File: config.mk
export PLATFORM = sky130hd
export DESIGN_NAME = audio_i2s_tx
export DESIGN_NICKNAME = d
export VERILOG_FILES = /design/src/rtl/audio_i2s_tx.sv
export SDC_FILE = /design/constraint.sdc
export NUM_CORES = 1
export LEC_CHECK = 0
export BUFFER_PORTS_ARGS = -buffer_cell sky130_fd_sc_hd__buf_2
export CELL_PAD_IN_SITES_DETAIL_PLACEMENT = 0
export CELL_PAD_IN_SITES_GLOBAL_PLACEMENT = 1
export CORE_MARGIN = 4
export CORE_UTILIZATION = 42
export CTS_CLUSTER_SIZE = 16
export DETAILED_ROUTE_END_ITERATION = 7
export HOLD_SLACK_MARGIN = 0.15
export PLACE_DENSITY = 0.88
export RECOVER_POWER = 50
export SETUP_SLACK_MARGIN = 0.02
export SKIP_CTS_REPAIR_TIMING = 1
export SYNTH_ARGS = -nofsm -noshare
export SYNTH_HDL_FRONTEND = slang
export SYNTH_SLANG_ARGS = --single-unit
File: constraint.sdc
create_clock -name clk -period 2.6 [get_ports clk]
set_input_delay 0 -clock clk [delete_from_list [all_inputs] [get_ports clk]]
set_output_delay 0 -clock clk [all_outputs]
set_load 0.02 [all_outputs]
File: src/rtl/audio_i2s_tx.sv
// ---------------------------------------------------------------------------
// audio_i2s_tx
//
// Stereo audio serializer for a codec DAC port. A divider on clk produces
// bclk, and a bit counter running on bclk falling edges produces lrck and
// dacdat. Sample pairs arrive through a valid/ready handshake into a
// one-entry holding buffer. The buffer is copied into the shift registers
// at each frame boundary.
//
// Handshake: a pair (s_left, s_right) is transferred on every clk edge where
// s_valid && s_ready. s_ready is high exactly when the holding buffer is
// empty. The source may present data at any time, and the data is ignored
// while s_ready is low.
//
// Optional build macro: UNDERFLOW_CNT_EN adds the underflow_count output,
// a saturating 16-bit count of underflow pulses.
//
// Ports:
//   clk             system clock
//   reset_n         asynchronous active-low reset
//   enable          1 = run serializer, 0 = outputs idle (synchronous)
//   s_valid/s_ready sample pair handshake
//   s_left/s_right  two's complement samples, SAMPLE_W bits each
//   bclk            bit clock, period 2*BCLK_DIV clk
//   lrck            0 = left slot, 1 = right slot
//   dacdat          serial data, MSB first, changes as bclk falls
//   frame_start     one-clk pulse when a frame is loaded
//   underflow       one-clk pulse when a frame loads with an empty buffer
//   underflow_count saturating underflow count (UNDERFLOW_CNT_EN only)
// ---------------------------------------------------------------------------
module audio_i2s_tx #(
    parameter int SAMPLE_W  = 16,
    parameter int SLOT_BITS = 32,
    parameter int BCLK_DIV  = 4,
    parameter int MODE_I2S  = 1
) (
    input  logic                clk,
    input  logic                reset_n,
    input  logic                enable,
    input  logic                s_valid,
    output logic                s_ready,
    input  logic [SAMPLE_W-1:0] s_left,
    input  logic [SAMPLE_W-1:0] s_right,
    output logic                bclk,
    output logic                lrck,
    output logic                dacdat,
    output logic                frame_start,
    output logic                underflow
`ifdef UNDERFLOW_CNT_EN
    ,
    output logic [15:0]         underflow_count
`endif
);

    localparam int              B_W    = $clog2(2 * SLOT_BITS);
    localparam logic [B_W-1:0]  B_LAST = B_W'(2 * SLOT_BITS - 1);
    localparam logic [B_W-1:0]  SLOT_B = B_W'(SLOT_BITS);
    localparam int              DIV_W  = (BCLK_DIV > 1) ? $clog2(BCLK_DIV) : 1;
    localparam logic [DIV_W-1:0] DIV_LAST = DIV_W'(BCLK_DIV - 1);

    logic [DIV_W-1:0]    div_cnt_q, div_cnt_d;
    logic                bclk_q, bclk_d;
    logic [B_W-1:0]      b_q, b_d;
    logic                lrck_q, lrck_d;
    logic                dacdat_q, dacdat_d;
    logic                frame_start_q, frame_start_d;
    logic                underflow_q, underflow_d;
    logic                buf_full_q, buf_full_d;
    logic [SAMPLE_W-1:0] buf_l_q, buf_l_d;
    logic [SAMPLE_W-1:0] buf_r_q, buf_r_d;
    logic [SAMPLE_W-1:0] sh_l_q, sh_l_d;
    logic [SAMPLE_W-1:0] sh_r_q, sh_r_d;

    // Scratch values for the falling-edge step
    logic [B_W-1:0]      b_nx;
    logic                lr_nx;
    logic [B_W-1:0]      pos;
    int                  d_idx;
    logic [SAMPLE_W-1:0] cur;
    logic [SAMPLE_W-1:0] cur_shift;

    always_comb begin
        div_cnt_d     = div_cnt_q;
        bclk_d        = bclk_q;
        b_d           = b_q;
        lrck_d        = lrck_q;
        dacdat_d      = dacdat_q;
        frame_start_d = 1'b0;
        underflow_d   = 1'b0;
        buf_full_d    = buf_full_q;
        buf_l_d       = buf_l_q;
        buf_r_d       = buf_r_q;
        sh_l_d        = sh_l_q;
        sh_r_d        = sh_r_q;

        b_nx      = (b_q == B_LAST) ? '0 : b_q + 1'b1;
        lr_nx     = (b_nx >= SLOT_B);
        pos       = lr_nx ? (b_nx - SLOT_B) : b_nx;
        d_idx     = int'(pos) - MODE_I2S;
        cur       = '0;
        cur_shift = '0;

        // Handshake runs regardless of enable so a pair can be queued early
        if (s_valid && !buf_full_q) begin
            buf_full_d = 1'b1;
            buf_l_d    = s_left;
            buf_r_d    = s_right;
        end

        if (!enable) begin
            // b parks on the last index so the first falling step loads a frame
            div_cnt_d = '0;
            bclk_d    = 1'b0;
            lrck_d    = 1'b0;
            dacdat_d  = 1'b0;
            b_d       = B_LAST;
        end else if (div_cnt_q == DIV_LAST) begin
            div_cnt_d = '0;
            bclk_d    = ~bclk_q;
            if (bclk_q) begin
                b_d = b_nx;
                if (b_nx == '0) begin
                    frame_start_d = 1'b1;
                    if (buf_full_q) begin
                        sh_l_d     = buf_l_q;
                        sh_r_d     = buf_r_q;
                        buf_full_d = 1'b0;
                    end else begin
                        // No bypass: a pair accepted on this same edge stays
                        // in the buffer for the next frame.
                        sh_l_d      = '0;
                        sh_r_d      = '0;
                        underflow_d = 1'b1;
                    end
                end
                lrck_d = lr_nx;
                cur    = lr_nx ? sh_r_d : sh_l_d;
                if (d_idx >= 0 && d_idx < SAMPLE_W) begin
                    cur_shift = cur << d_idx;
                    dacdat_d  = cur_shift[SAMPLE_W-1];
                end else begin
                    dacdat_d = 1'b0;
                end
            end
        end else begin
            div_cnt_d = div_cnt_q + 1'b1;
        end
    end

    always_ff @(posedge clk or negedge reset_n) begin
        if (!reset_n) begin
            div_cnt_q     <= '0;
            bclk_q        <= 1'b0;
            b_q           <= B_LAST;
            lrck_q        <= 1'b0;
            dacdat_q      <= 1'b0;
            frame_start_q <= 1'b0;
            underflow_q   <= 1'b0;
            buf_full_q    <= 1'b0;
            buf_l_q       <= '0;
            buf_r_q       <= '0;
            sh_l_q        <= '0;
            sh_r_q        <= '0;
        end else begin
            div_cnt_q     <= div_cnt_d;
            bclk_q        <= bclk_d;
            b_q           <= b_d;
            lrck_q        <= lrck_d;
            dacdat_q      <= dacdat_d;
            frame_start_q <= frame_start_d;
            underflow_q   <= underflow_d;
            buf_full_q    <= buf_full_d;
            buf_l_q       <= buf_l_d;
            buf_r_q       <= buf_r_d;
            sh_l_q        <= sh_l_d;
            sh_r_q        <= sh_r_d;
        end
    end

    assign s_ready     = ~buf_full_q;
    assign bclk        = bclk_q;
    assign lrck        = lrck_q;
    assign dacdat      = dacdat_q;
    assign frame_start = frame_start_q;
    assign underflow   = underflow_q;

`ifdef UNDERFLOW_CNT_EN
    logic [15:0] underflow_count_q, underflow_count_d;

    // Counts on the same edge that raises the underflow pulse
    always_comb begin
        underflow_count_d = underflow_count_q;
        if (underflow_d && (underflow_count_q != 16'hFFFF)) begin
            underflow_count_d = underflow_count_q + 16'd1;
        end
    end

    always_ff @(posedge clk or negedge reset_n) begin
        if (!reset_n) begin
            underflow_count_q <= '0;
        end else begin
            underflow_count_q <= underflow_count_d;
        end
    end

    assign underflow_count = underflow_count_q;
`endif

endmodule

==> impl_metrics.py, run 1 <==
metrics = {
    "hold_path": {
        "hold_depth": 4,
        "whs_endpoint": "buf_full_q",
        "hold_class": "primary input to register",
        "min-delay-start": "s_valid",
    },
    "global_route": {
        "antenna_found_initial": 0,
        "track_usage_pct": 16.61,
        "grt_pass1_wl_mm": 14.61,
        "overflow": 0,
        "grt_pass1_vias": 3000,
        "grt_max_degree": 79,
    },
    "cells_and_area": {
        "nets": 503,
        "final_util_pct": 53.63,
        "drive_gt1_share_pct": 29.27,
        "mostFrequentLayoutCell": "nand2_1",
        "multi_input_area_um2": 1863,
        "fillers": 816,
        "final_cell_mix": "74 x nand2_1, 72 x dfrtp_1, 39 x o21ai_0",
        "antenna_cells": 0,
        "syn2layout_area_growth_pct": 25.10,
        "seqCellArea_um2": 1959,
    },
    "outcome": {
        "outcome": "finished with violations",
        "violations": "max-capacitance violations, max-slew violations",
    },
    "sta": {
        "relSlewSlack_pct": -29.06,
        "fin_skew_ns": 0.006268,
        "fin_hold_ws_ns": 0.2639,
        "grt_setup_unrepaired": "true",
        "period_share_pct": 93.85,
        "period_minus_slack_ns": 2.440,
        "finalSetupViolCount": 0,
        "fmaxAchievable_mhz": 409.8,
        "hold_viol": 0,
        "setup_tns_ns": 0,
        "max_slew.worst_pin.slew_ns": 1.936,
        "maxSlewViolCount": 79,
    },
    "clock_tree": {
        "htreeDepth": 3,
        "clockBufferDepth": 2,
        "cts.sinks": 78,
        "clk_latency_ns": 0.35,
        "clock-root-buffer": "clkbuf_8",
        "cts_buffers": 9,
        "path_clk_slew_ns": 0.08,
        "tritoncts": "done",
    },
    "detailed_routing": {
        "vias": 3106,
        "wl_met3_um": 380,
        "wl_met1_mm": 4.140,
        "dr.pass1.iters": 4,
        "first_iter_violations": 162,
        "wire_per_inst_um": 15.49,
        "dr.max_layer_used": "met4",
        "wl_met2_mm": 4.252,
        "via_per_inst": 5.364,
        "drc": 0,
        "wirelength_mm": 8.967,
        "ant_nets": 0,
    },
    "critical_path": {
        "critPathMaxFanout": 63,
        "timing.rr.end": "sh_l_q[14]",
        "cp-start-kind": "register",
        "arrival_ns": 2.68,
        "rr_worst_depth": 7,
        "crit_type": "register to register",
        "r2r_slack_ns": 0.16,
        "end_kind": "register",
        "worstPathRequired_ns": 2.84,
        "rr_startpoint": "b_q[0]",
    },
    "synth": {
        "synth_fp_nets": 423,
        "synth_edf_count": 0,
        "syn_area_um2": 3943,
        "postSynthCellCount": 383,
        "ys.flop_type": "dfrtp_1",
        "synth_cell_types": 56,
        "yosysSeqAreaShare_pct": 49.70,
        "synthArstFlopShare_pct": 100.0,
        "synth_warnings": 0,
        "synth-seq-cells": 78,
        "avgSynthCellArea_um2": 10.29,
    },
    "place": {
        "gp_congestion": 0.9339,
        "dpl.hpwl_mm": 6.294,
        "port_buffers": 41,
    },
    "pwr": {
        "p_per_area_nw_per_um2": 738.0,
        "leakage_nw": 2.283,
        "ir_drop_v": 0.0005110,
        "power_mw": 3.640,
    },
    "floorplanning": {
        "dieArea_um2": 11000,
        "initial_core_util_pct": 42.87,
        "io_pins": 42,
        "core_um2": 9196,
        "die_height_um": 104.9,
        "rows": 35,
        "fp.dieW_um": 104.9,
    },
    "run": {
        "max_cap_violations": 1,
    },
}
==> per-layer routing <==
metal  vias to the layer above  GRT usage, %
li1                       1511             -
met5                         -             0
met1                      1494         22.24
met3                        20         3.521
met4                         0         6.092
met2                        81         26.58
==> how the worst max path moves through the flow <==
stage / start / to / slack, ns / cells past startpoint
after global routing: b_q[1] / dacdat / 0.01 / 8
after floorplan: b_q[0] / dacdat / 0.07 / 9
after global placement: b_q[0] / dacdat / -0.01 / 9
after CTS: b_q[0] / dacdat / -0.03 / 9
final: b_q[0] / sh_l_q[14] / 0.16 / 7
after detailed placement: b_q[0] / dacdat / -0.02 / 9
==> final cells by class <==
type	instances	share of cell area, %
Clock inverter	6	1.903
Sequential cell	78	39.73
Inverter	10	0.7610
Clock buffer	10	2.790
Multi-Input combinational cell	269	37.77
Timing Repair Buffer	95	14.23
Tap cell	111	2.816
==> through the flow <==
stage | instance area [um2] | setup slack [ns] | std cells
floorplan | 3943 | 0.06619 | 383
global placement | 4320 | -0.01300 | 529
detailed placement | 4320 | -0.01893 | 529
CTS | 4552 | -0.03201 | 545
global route | 4932 | 0.01027 | 579
finish | 4932 | 0.1599 | 579
==> where the power goes <==
group,switching (mW),internal (mW),total [mW]
Combinational,0.398,0.485,0.883
Clock,0.462,0.573,1.04
Sequential,0.191,1.53,1.72
Total,1.05,2.59,3.64
==> cells in the mapped netlist (3+ instances only) <==
library cell  number  share of area, %
clkbuf_1          17               1.6
or3_1              3              0.48
ha_1               4               1.3
mux4_2             3               1.7
a211oi_1           4              0.76
o21a_1             3              0.57
mux2i_1            3              0.76
nand2b_1           3              0.48
dfrtp_1           72                46
nor2_1            11               1.0
a21oi_1            8               1.0
buf_6              4               1.1
nand3_1            7              0.89
a31oi_1            3              0.48
o211ai_1           4              0.76
nor3_1             7              0.89
nand2_1           74               7.0
and2_1             7               1.1
dfstp_2            6               4.0
inv_1             10              0.95
o21ai_0           39               5.0
mux2_2            38                11
buf_2              5              0.63
==> sequential cells by signal (all words and copies together), names as in the netlist <==
| signal | flops |
|---|---|
| b_q | 6 |
| bclk | 1 |
| buf_full_q | 1 |
| buf_l_q | 16 |
| buf_r_q | 16 |
| dacdat | 1 |
| div_cnt_q | 2 |
| frame_start | 1 |
| lrck | 1 |
| sh_l_q | 16 |
| sh_r_q | 16 |
| underflow | 1 |
==> worst max-delay path, stage by stage (launching register included) <==
cell and delay (ns):
dfstp_2 0.61, ha_4 0.21, a32o_2 0.27, a31o_2 0.23
nand2_2 0.07, or3_1 0.39, buf_12 0.20, mux2_4 0.32
==> cells by family after synthesis <==
| family | Yosys count | synth area share [%] |
|---|---|---|
| compound gates | 89 | 15.17 |
| fa+ha+maj | 4 | 1.269 |
| buf+inv | 36 | 4.348 |
| xor+xnor | 4 | 0.8888 |
| flops | 78 | 49.70 |
| mux | 45 | 13.71 |
| simple gates | 127 | 14.92 |
Power figures use the tool's default switching activity.
==> run 2, diff against run 1 <==
--- a/config.mk
+++ b/config.mk
@@ -8,7 +8,7 @@
 export BUFFER_PORTS_ARGS = -buffer_cell sky130_fd_sc_hd__buf_2
 export CELL_PAD_IN_SITES_DETAIL_PLACEMENT = 0
 export CELL_PAD_IN_SITES_GLOBAL_PLACEMENT = 1
-export CORE_MARGIN = 4
+export CORE_MARGIN = 5
 export CORE_UTILIZATION = 42
 export CTS_CLUSTER_SIZE = 16
 export DETAILED_ROUTE_END_ITERATION = 7
==> run 2 against run 1 <==
The run still ends with max-capacitance violations, max-slew violations left. Routed wire length is 0.12% higher. First-iteration DRC count down 8.0%. Utilization increased by 1.3 points. Maximum frequency is 1.6% lower. Critical path type unchanged.
==> impl_metrics.py, run 2 (synthesized netlist as in run 1, its figures left out) <==
metrics = {
    "sta": {
        "period_share_pct": 95.36,
        "max_slew.worst_pin.slew_ns": 1.874,
        "relSlewSlack_pct": -24.92,
        "maxSlewViolCount": 79,
        "period_minus_slack_ns": 2.479,
        "hold_viol": 0,
        "setup_tns_ns": 0,
        "finalSetupViolCount": 0,
        "grt_setup_unrepaired": "false",
        "setup_ws_ns": 0.1207,
        "fin_skew_ns": 0.005911,
        "fmaxAchievable_mhz": 403.3,
    },
    "critical_path": {
        "r2r_slack_ns": 0.12,
        "timing.rr.end": "sh_l_q[14]",
        "arrival_ns": 2.73,
        "end_kind": "register",
        "rr_startpoint": "b_q[1]",
        "critPathMaxFanout": 49,
        "startpoint": "b_q[1]",
        "worstPathRequired_ns": 2.85,
        "crit_type": "register to register",
        "rr_worst_depth": 7,
        "cp-start-kind": "register",
    },
    "pwr": {
        "p_seq_share_pct": 48.9,
        "ir_drop_v": 0.0005486,
        "leakage_nw": 2.340,
        "p_per_area_nw_per_um2": 695.7,
        "p_clk_share_pct": 26.2,
        "power_mw": 3.516,
        "combPwrFrac_pct": 24.9,
        "p_sw_mw": 1.025,
        "internal-power_mw": 2.492,
        "swShare_pct": 29.14,
    },
    "global_route": {
        "overflow": 0,
        "grt_pass1_vias": 2941,
        "grt_max_degree": 79,
        "grt_pass1_wl_mm": 14.69,
        "track_usage_pct": 16.23,
        "antenna_found_initial": 0,
    },
    "clock_tree": {
        "htreeDepth": 3,
        "path_clk_slew_ns": 0.08,
        "cts_buffers": 9,
        "clockBufferDepth": 2,
        "clk_latency_ns": 0.36,
        "tritoncts": "done",
        "clock-root-buffer": "clkbuf_8",
        "cts.sinks": 78,
    },
    "cells_and_area": {
        "postLayoutCellArea_um2": 5055,
        "stdcell_count": 587,
        "final_cell_mix": "73 x nand2_1, 72 x dfrtp_1, 39 x o21ai_0",
        "drive_gt1_share_pct": 31.93,
        "mostFrequentLayoutCell": "nand2_1",
        "syn2layout_area_growth_pct": 28.21,
        "nets": 511,
        "antenna_cells": 0,
        "fillers": 819,
    },
    "detailed_routing": {
        "drc": 0,
        "ant_nets": 0,
        "via_per_inst": 5.388,
        "first_iter_violations": 149,
        "vias": 3163,
        "wirelength_mm": 8.978,
        "wire_per_inst_um": 15.29,
        "dr.pass1.iters": 4,
    },
    "hold_path": {
        "hold_class": "primary input to register",
        "min-delay-start": "s_valid",
        "hold_depth": 4,
        "whs_endpoint": "buf_full_q",
    },
    "place": {
        "place_inst": 528,
        "dpl.hpwl_mm": 6.223,
        "pre_cts_ws_ns": -0.04027,
        "gp_congestion": 0.8929,
        "dpl_cell_area_um2": 4325,
        "port_buffers": 41,
    },
    "outcome": {
        "outcome": "finished with violations",
        "violations": "max-capacitance violations, max-slew violations",
    },
    "floorplanning": {
        "dieArea_um2": 11420,
        "die_height_um": 106.9,
        "io_pins": 42,
        "initial_core_util_pct": 42.87,
        "fp.dieW_um": 106.9,
        "rows": 35,
        "core_um2": 9196,
    },
    "run": {
        "max_cap_violations": 1,
    },
}
==> run 2: cell count changes in the layout (fill, tap and decap cells not counted), moves of 2 or more <==
cell | before | now
buf_4 | 19 | 23
clkinv_4 | 2 | 0
clkinv_2 | 0 | 2
and2_0 | 2 | 0
buf_6 | 0 | 2
and2_1 | 5 | 7
==> run 2: metal layers <==
metal	vias to the layer above	GRT usage, %	part of all wire (%)
met5	-	0	0
met4	0	6.849	2.0
met3	16	4.275	4.5
met2	76	24.37	47
met1	1534	22.23	46
li1	1537	-	-
==> run 2: power by group through the flow <==
| stage | registers [mW] | clock network, mW | logic (mW) |
|---|---|---|---|
| 6_report | 1.72 | 0.922 | 0.876 |
| 5_1_grt | 1.76 | 0.999 | 0.993 |
| 4_1_cts | 1.72 | 0.949 | 0.845 |
| 3_5_place_dp | 1.75 | 0 | 0.842 |
| 3_3_place_gp | 1.73 | 0 | 0.819 |
| 2_1_floorplan | 1.67 | 0 | 0.660 |
==> run 2: per-stage QoR <==
| step | utilization [%] | hold slack, ns |
|---|---|---|
| 2_1_floorplan | - | -0.2956 |
| 3_3_place_gp | 47.03 | 0.2099 |
| 3_5_place_dp | 47.03 | 0.2222 |
| 4_1_cts | 49.18 | -0.1752 |
| 5_1_grt | 54.97 | 0.2919 |
| 6_report | 54.97 | 0.2623 |
==> run 2: worst max-delay path by stage <==
stage	endpoint	slack, ns	depth (start not counted)
2_1_floorplan	dacdat	0.07	9
3_3_place_gp	dacdat	-0.02	9
5_1_grt	sh_l_q[14]	0.05	7
4_1_cts	dacdat	-0.07	9
6_report	sh_l_q[14]	0.12	7
3_5_place_dp	dacdat	-0.04	9
==> run 2: worst max-delay path: stages, from the launching register on <==
cell	delay, ns
dfstp_2	0.62
ha_4	0.18
nor4b_4	0.28
a41o_1	0.24
nand2_2	0.11
or3_1	0.42
buf_12	0.20
mux2_4	0.31
==> run 2: cell type report <==
| class | count | area [um2] | share of cell area [%] |
|---|---|---|---|
| clock buffer | 11 | 141.4 | 2.797 |
| clock inverter | 5 | 56.30 | 1.114 |
| inverter | 10 | 41.29 | 0.8168 |
| multi-input combinational | 269 | 1924 | 38.07 |
| sequential | 78 | 1963 | 38.84 |
| tap | 111 | 138.9 | 2.748 |
| timing repair buffer | 103 | 789.5 | 15.62 |
==> run 3, diff against run 2 <==
--- a/config.mk
+++ b/config.mk
@@ -14,7 +14,7 @@
 export DETAILED_ROUTE_END_ITERATION = 7
 export HOLD_SLACK_MARGIN = 0.15
 export PLACE_DENSITY = 0.88
-export RECOVER_POWER = 50
+export RECOVER_POWER = 100
 export SETUP_SLACK_MARGIN = 0.02
 export SKIP_CTS_REPAIR_TIMING = 1
 export SYNTH_ARGS = -nofsm -noshare
==> run 3 against run 2 <==
The run still ends with max-capacitance violations, max-slew violations left. Critical path depth did not move. Setup slack improved by 0.0050 ns. Maximum frequency rose by 0.20%. Total power barely moved. First-iteration DRC count rose by 2.7%. Via count fell by 0.44%. Critical path type unchanged. Critical endpoint unchanged.
==> impl_metrics.py, run 3 (synthesized netlist as in run 1, its figures left out) <==
metrics = {
    "outcome": {
        "outcome": "finished with violations",
        "violations": "max-capacitance violations, max-slew violations",
    },
    "detailed_routing": {
        "dr.pass1.iters": 4,
        "vias": 3149,
        "first_iter_violations": 153,
        "wire_per_inst_um": 15.37,
        "ant_nets": 0,
        "via_per_inst": 5.365,
        "drc": 0,
        "wirelength_mm": 9.024,
    },
    "global_route": {
        "grt_pass1_vias": 2941,
        "antenna_found_initial": 0,
        "grt_max_degree": 79,
        "grt_pass1_wl_mm": 14.69,
        "overflow": 0,
        "track_usage_pct": 16.23,
    },
    "cells_and_area": {
        "drive_gt1_share_pct": 31.72,
        "antenna_cells": 0,
        "final_cell_mix": "73 x nand2_1, 72 x dfrtp_1, 39 x o21ai_0",
        "mostFrequentLayoutCell": "nand2_1",
        "nets": 511,
        "postLayoutCellArea_um2": 5044,
        "syn2layout_area_growth_pct": 27.93,
    },
    "sta": {
        "setup_tns_ns": 0,
        "hold_viol": 0,
        "fin_skew_ns": 0.006397,
        "period_share_pct": 95.17,
        "max_slew.worst_pin.slew_ns": 1.872,
        "fmaxAchievable_mhz": 404.2,
        "grt_setup_unrepaired": "false",
        "finalSetupViolCount": 0,
        "fin_hold_ws_ns": 0.3944,
        "setup_ws_ns": 0.1257,
        "period_minus_slack_ns": 2.474,
        "relSlewSlack_pct": -24.79,
        "maxSlewViolCount": 79,
    },
    "place": {
        "dpl.hpwl_mm": 6.223,
        "gp_congestion": 0.8929,
        "pre_cts_ws_ns": -0.04027,
        "port_buffers": 41,
        "dpl_cell_area_um2": 4325,
    },
    "critical_path": {
        "critPathMaxFanout": 49,
        "crit_type": "register to register",
        "worstPathRequired_ns": 2.85,
        "cp-start-kind": "register",
        "arrival_ns": 2.72,
        "end_kind": "register",
    },
    "clock_tree": {
        "tritoncts": "done",
        "clk_latency_ns": 0.36,
        "clockBufferDepth": 2,
        "clock-root-buffer": "clkbuf_8",
        "cts_buffers": 9,
        "cts.sinks": 78,
        "htreeDepth": 3,
        "path_clk_slew_ns": 0.08,
    },
    "run": {
        "max_cap_violations": 1,
    },
    "floorplanning": {
        "initial_core_util_pct": 42.87,
        "dieArea_um2": 11420,
        "core_um2": 9196,
        "io_pins": 42,
        "fp.dieW_um": 106.9,
        "rows": 35,
        "die_height_um": 106.9,
    },
    "pwr": {
        "p_per_area_nw_per_um2": 696.7,
        "power_mw": 3.514,
        "p_clk_share_pct": 26.2,
        "p_sw_mw": 1.027,
        "swShare_pct": 29.22,
        "combPwrFrac_pct": 24.8,
        "leakage_nw": 2.334,
        "ir_drop_v": 0.0005494,
        "p_seq_share_pct": 48.9,
        "internal-power_mw": 2.487,
    },
    "hold_path": {
        "hold_class": "primary input to register",
    },
}
run 3: final timing paths:
| kind | from | to | slack [ns] | depth (start not counted) |
|---|---|---|---|---|
| max | b_q[1] | sh_l_q[14] | 0.13 | 7 |
| min | s_left[0] | buf_l_q[0] | 0.39 | 3 |
| max reg2reg | b_q[1] | sh_l_q[14] | 0.13 | 7 |
| min reg2reg | div_cnt_q[0] | div_cnt_q[0] | 0.45 | 1 |
| max in group asynchronous | reset_n | frame_start | 0.81 | 2 |
| min in group asynchronous | reset_n | buf_r_q[5] | 0.69 | 2 |
run 3: worst max-delay path: stages (launching register included):
cell	delay, ns
dfstp_2	0.62
ha_4	0.18
nor4b_4	0.27
a41o_1	0.24
nand2_2	0.11
or3_1	0.42
buf_12	0.20
mux2_4	0.31
run 3: area by class of cell:
cell class              count  area, um2
well taps                 111      138.9
clock buffers              11      141.4
repair buffers            103      778.2
clock inverters             5      56.30
fillers                   823       4153
flip-flops and latches     78       1963
multi-input cells         269       1924
inverters                  10      41.29
run 3: routing by layer:
metal  track usage [%]  vias up  share of wire, %
met2             24.37       75                47
met4             6.849        0               2.0
li1                  -     1536                 -
met1             22.23     1522                47
met5                 0        -                 0
met3             4.275       16               4.2
run 3: through the flow:
stage | util (%) | instances
final | 54.84 | 587
after global routing | 54.84 | 587
after CTS | 49.18 | 544
after detailed placement | 47.03 | 528
after global placement | 47.03 | 528
after floorplan | - | 383
run 3: power by group through the flow:
stage	registers (mW)	clock network, mW	logic, mW
6_report	1.72	0.922	0.873
3_5_place_dp	1.75	0	0.842
3_3_place_gp	1.73	0	0.819
5_1_grt	1.76	0.999	0.989
4_1_cts	1.72	0.949	0.845
2_1_floorplan	1.67	0	0.660
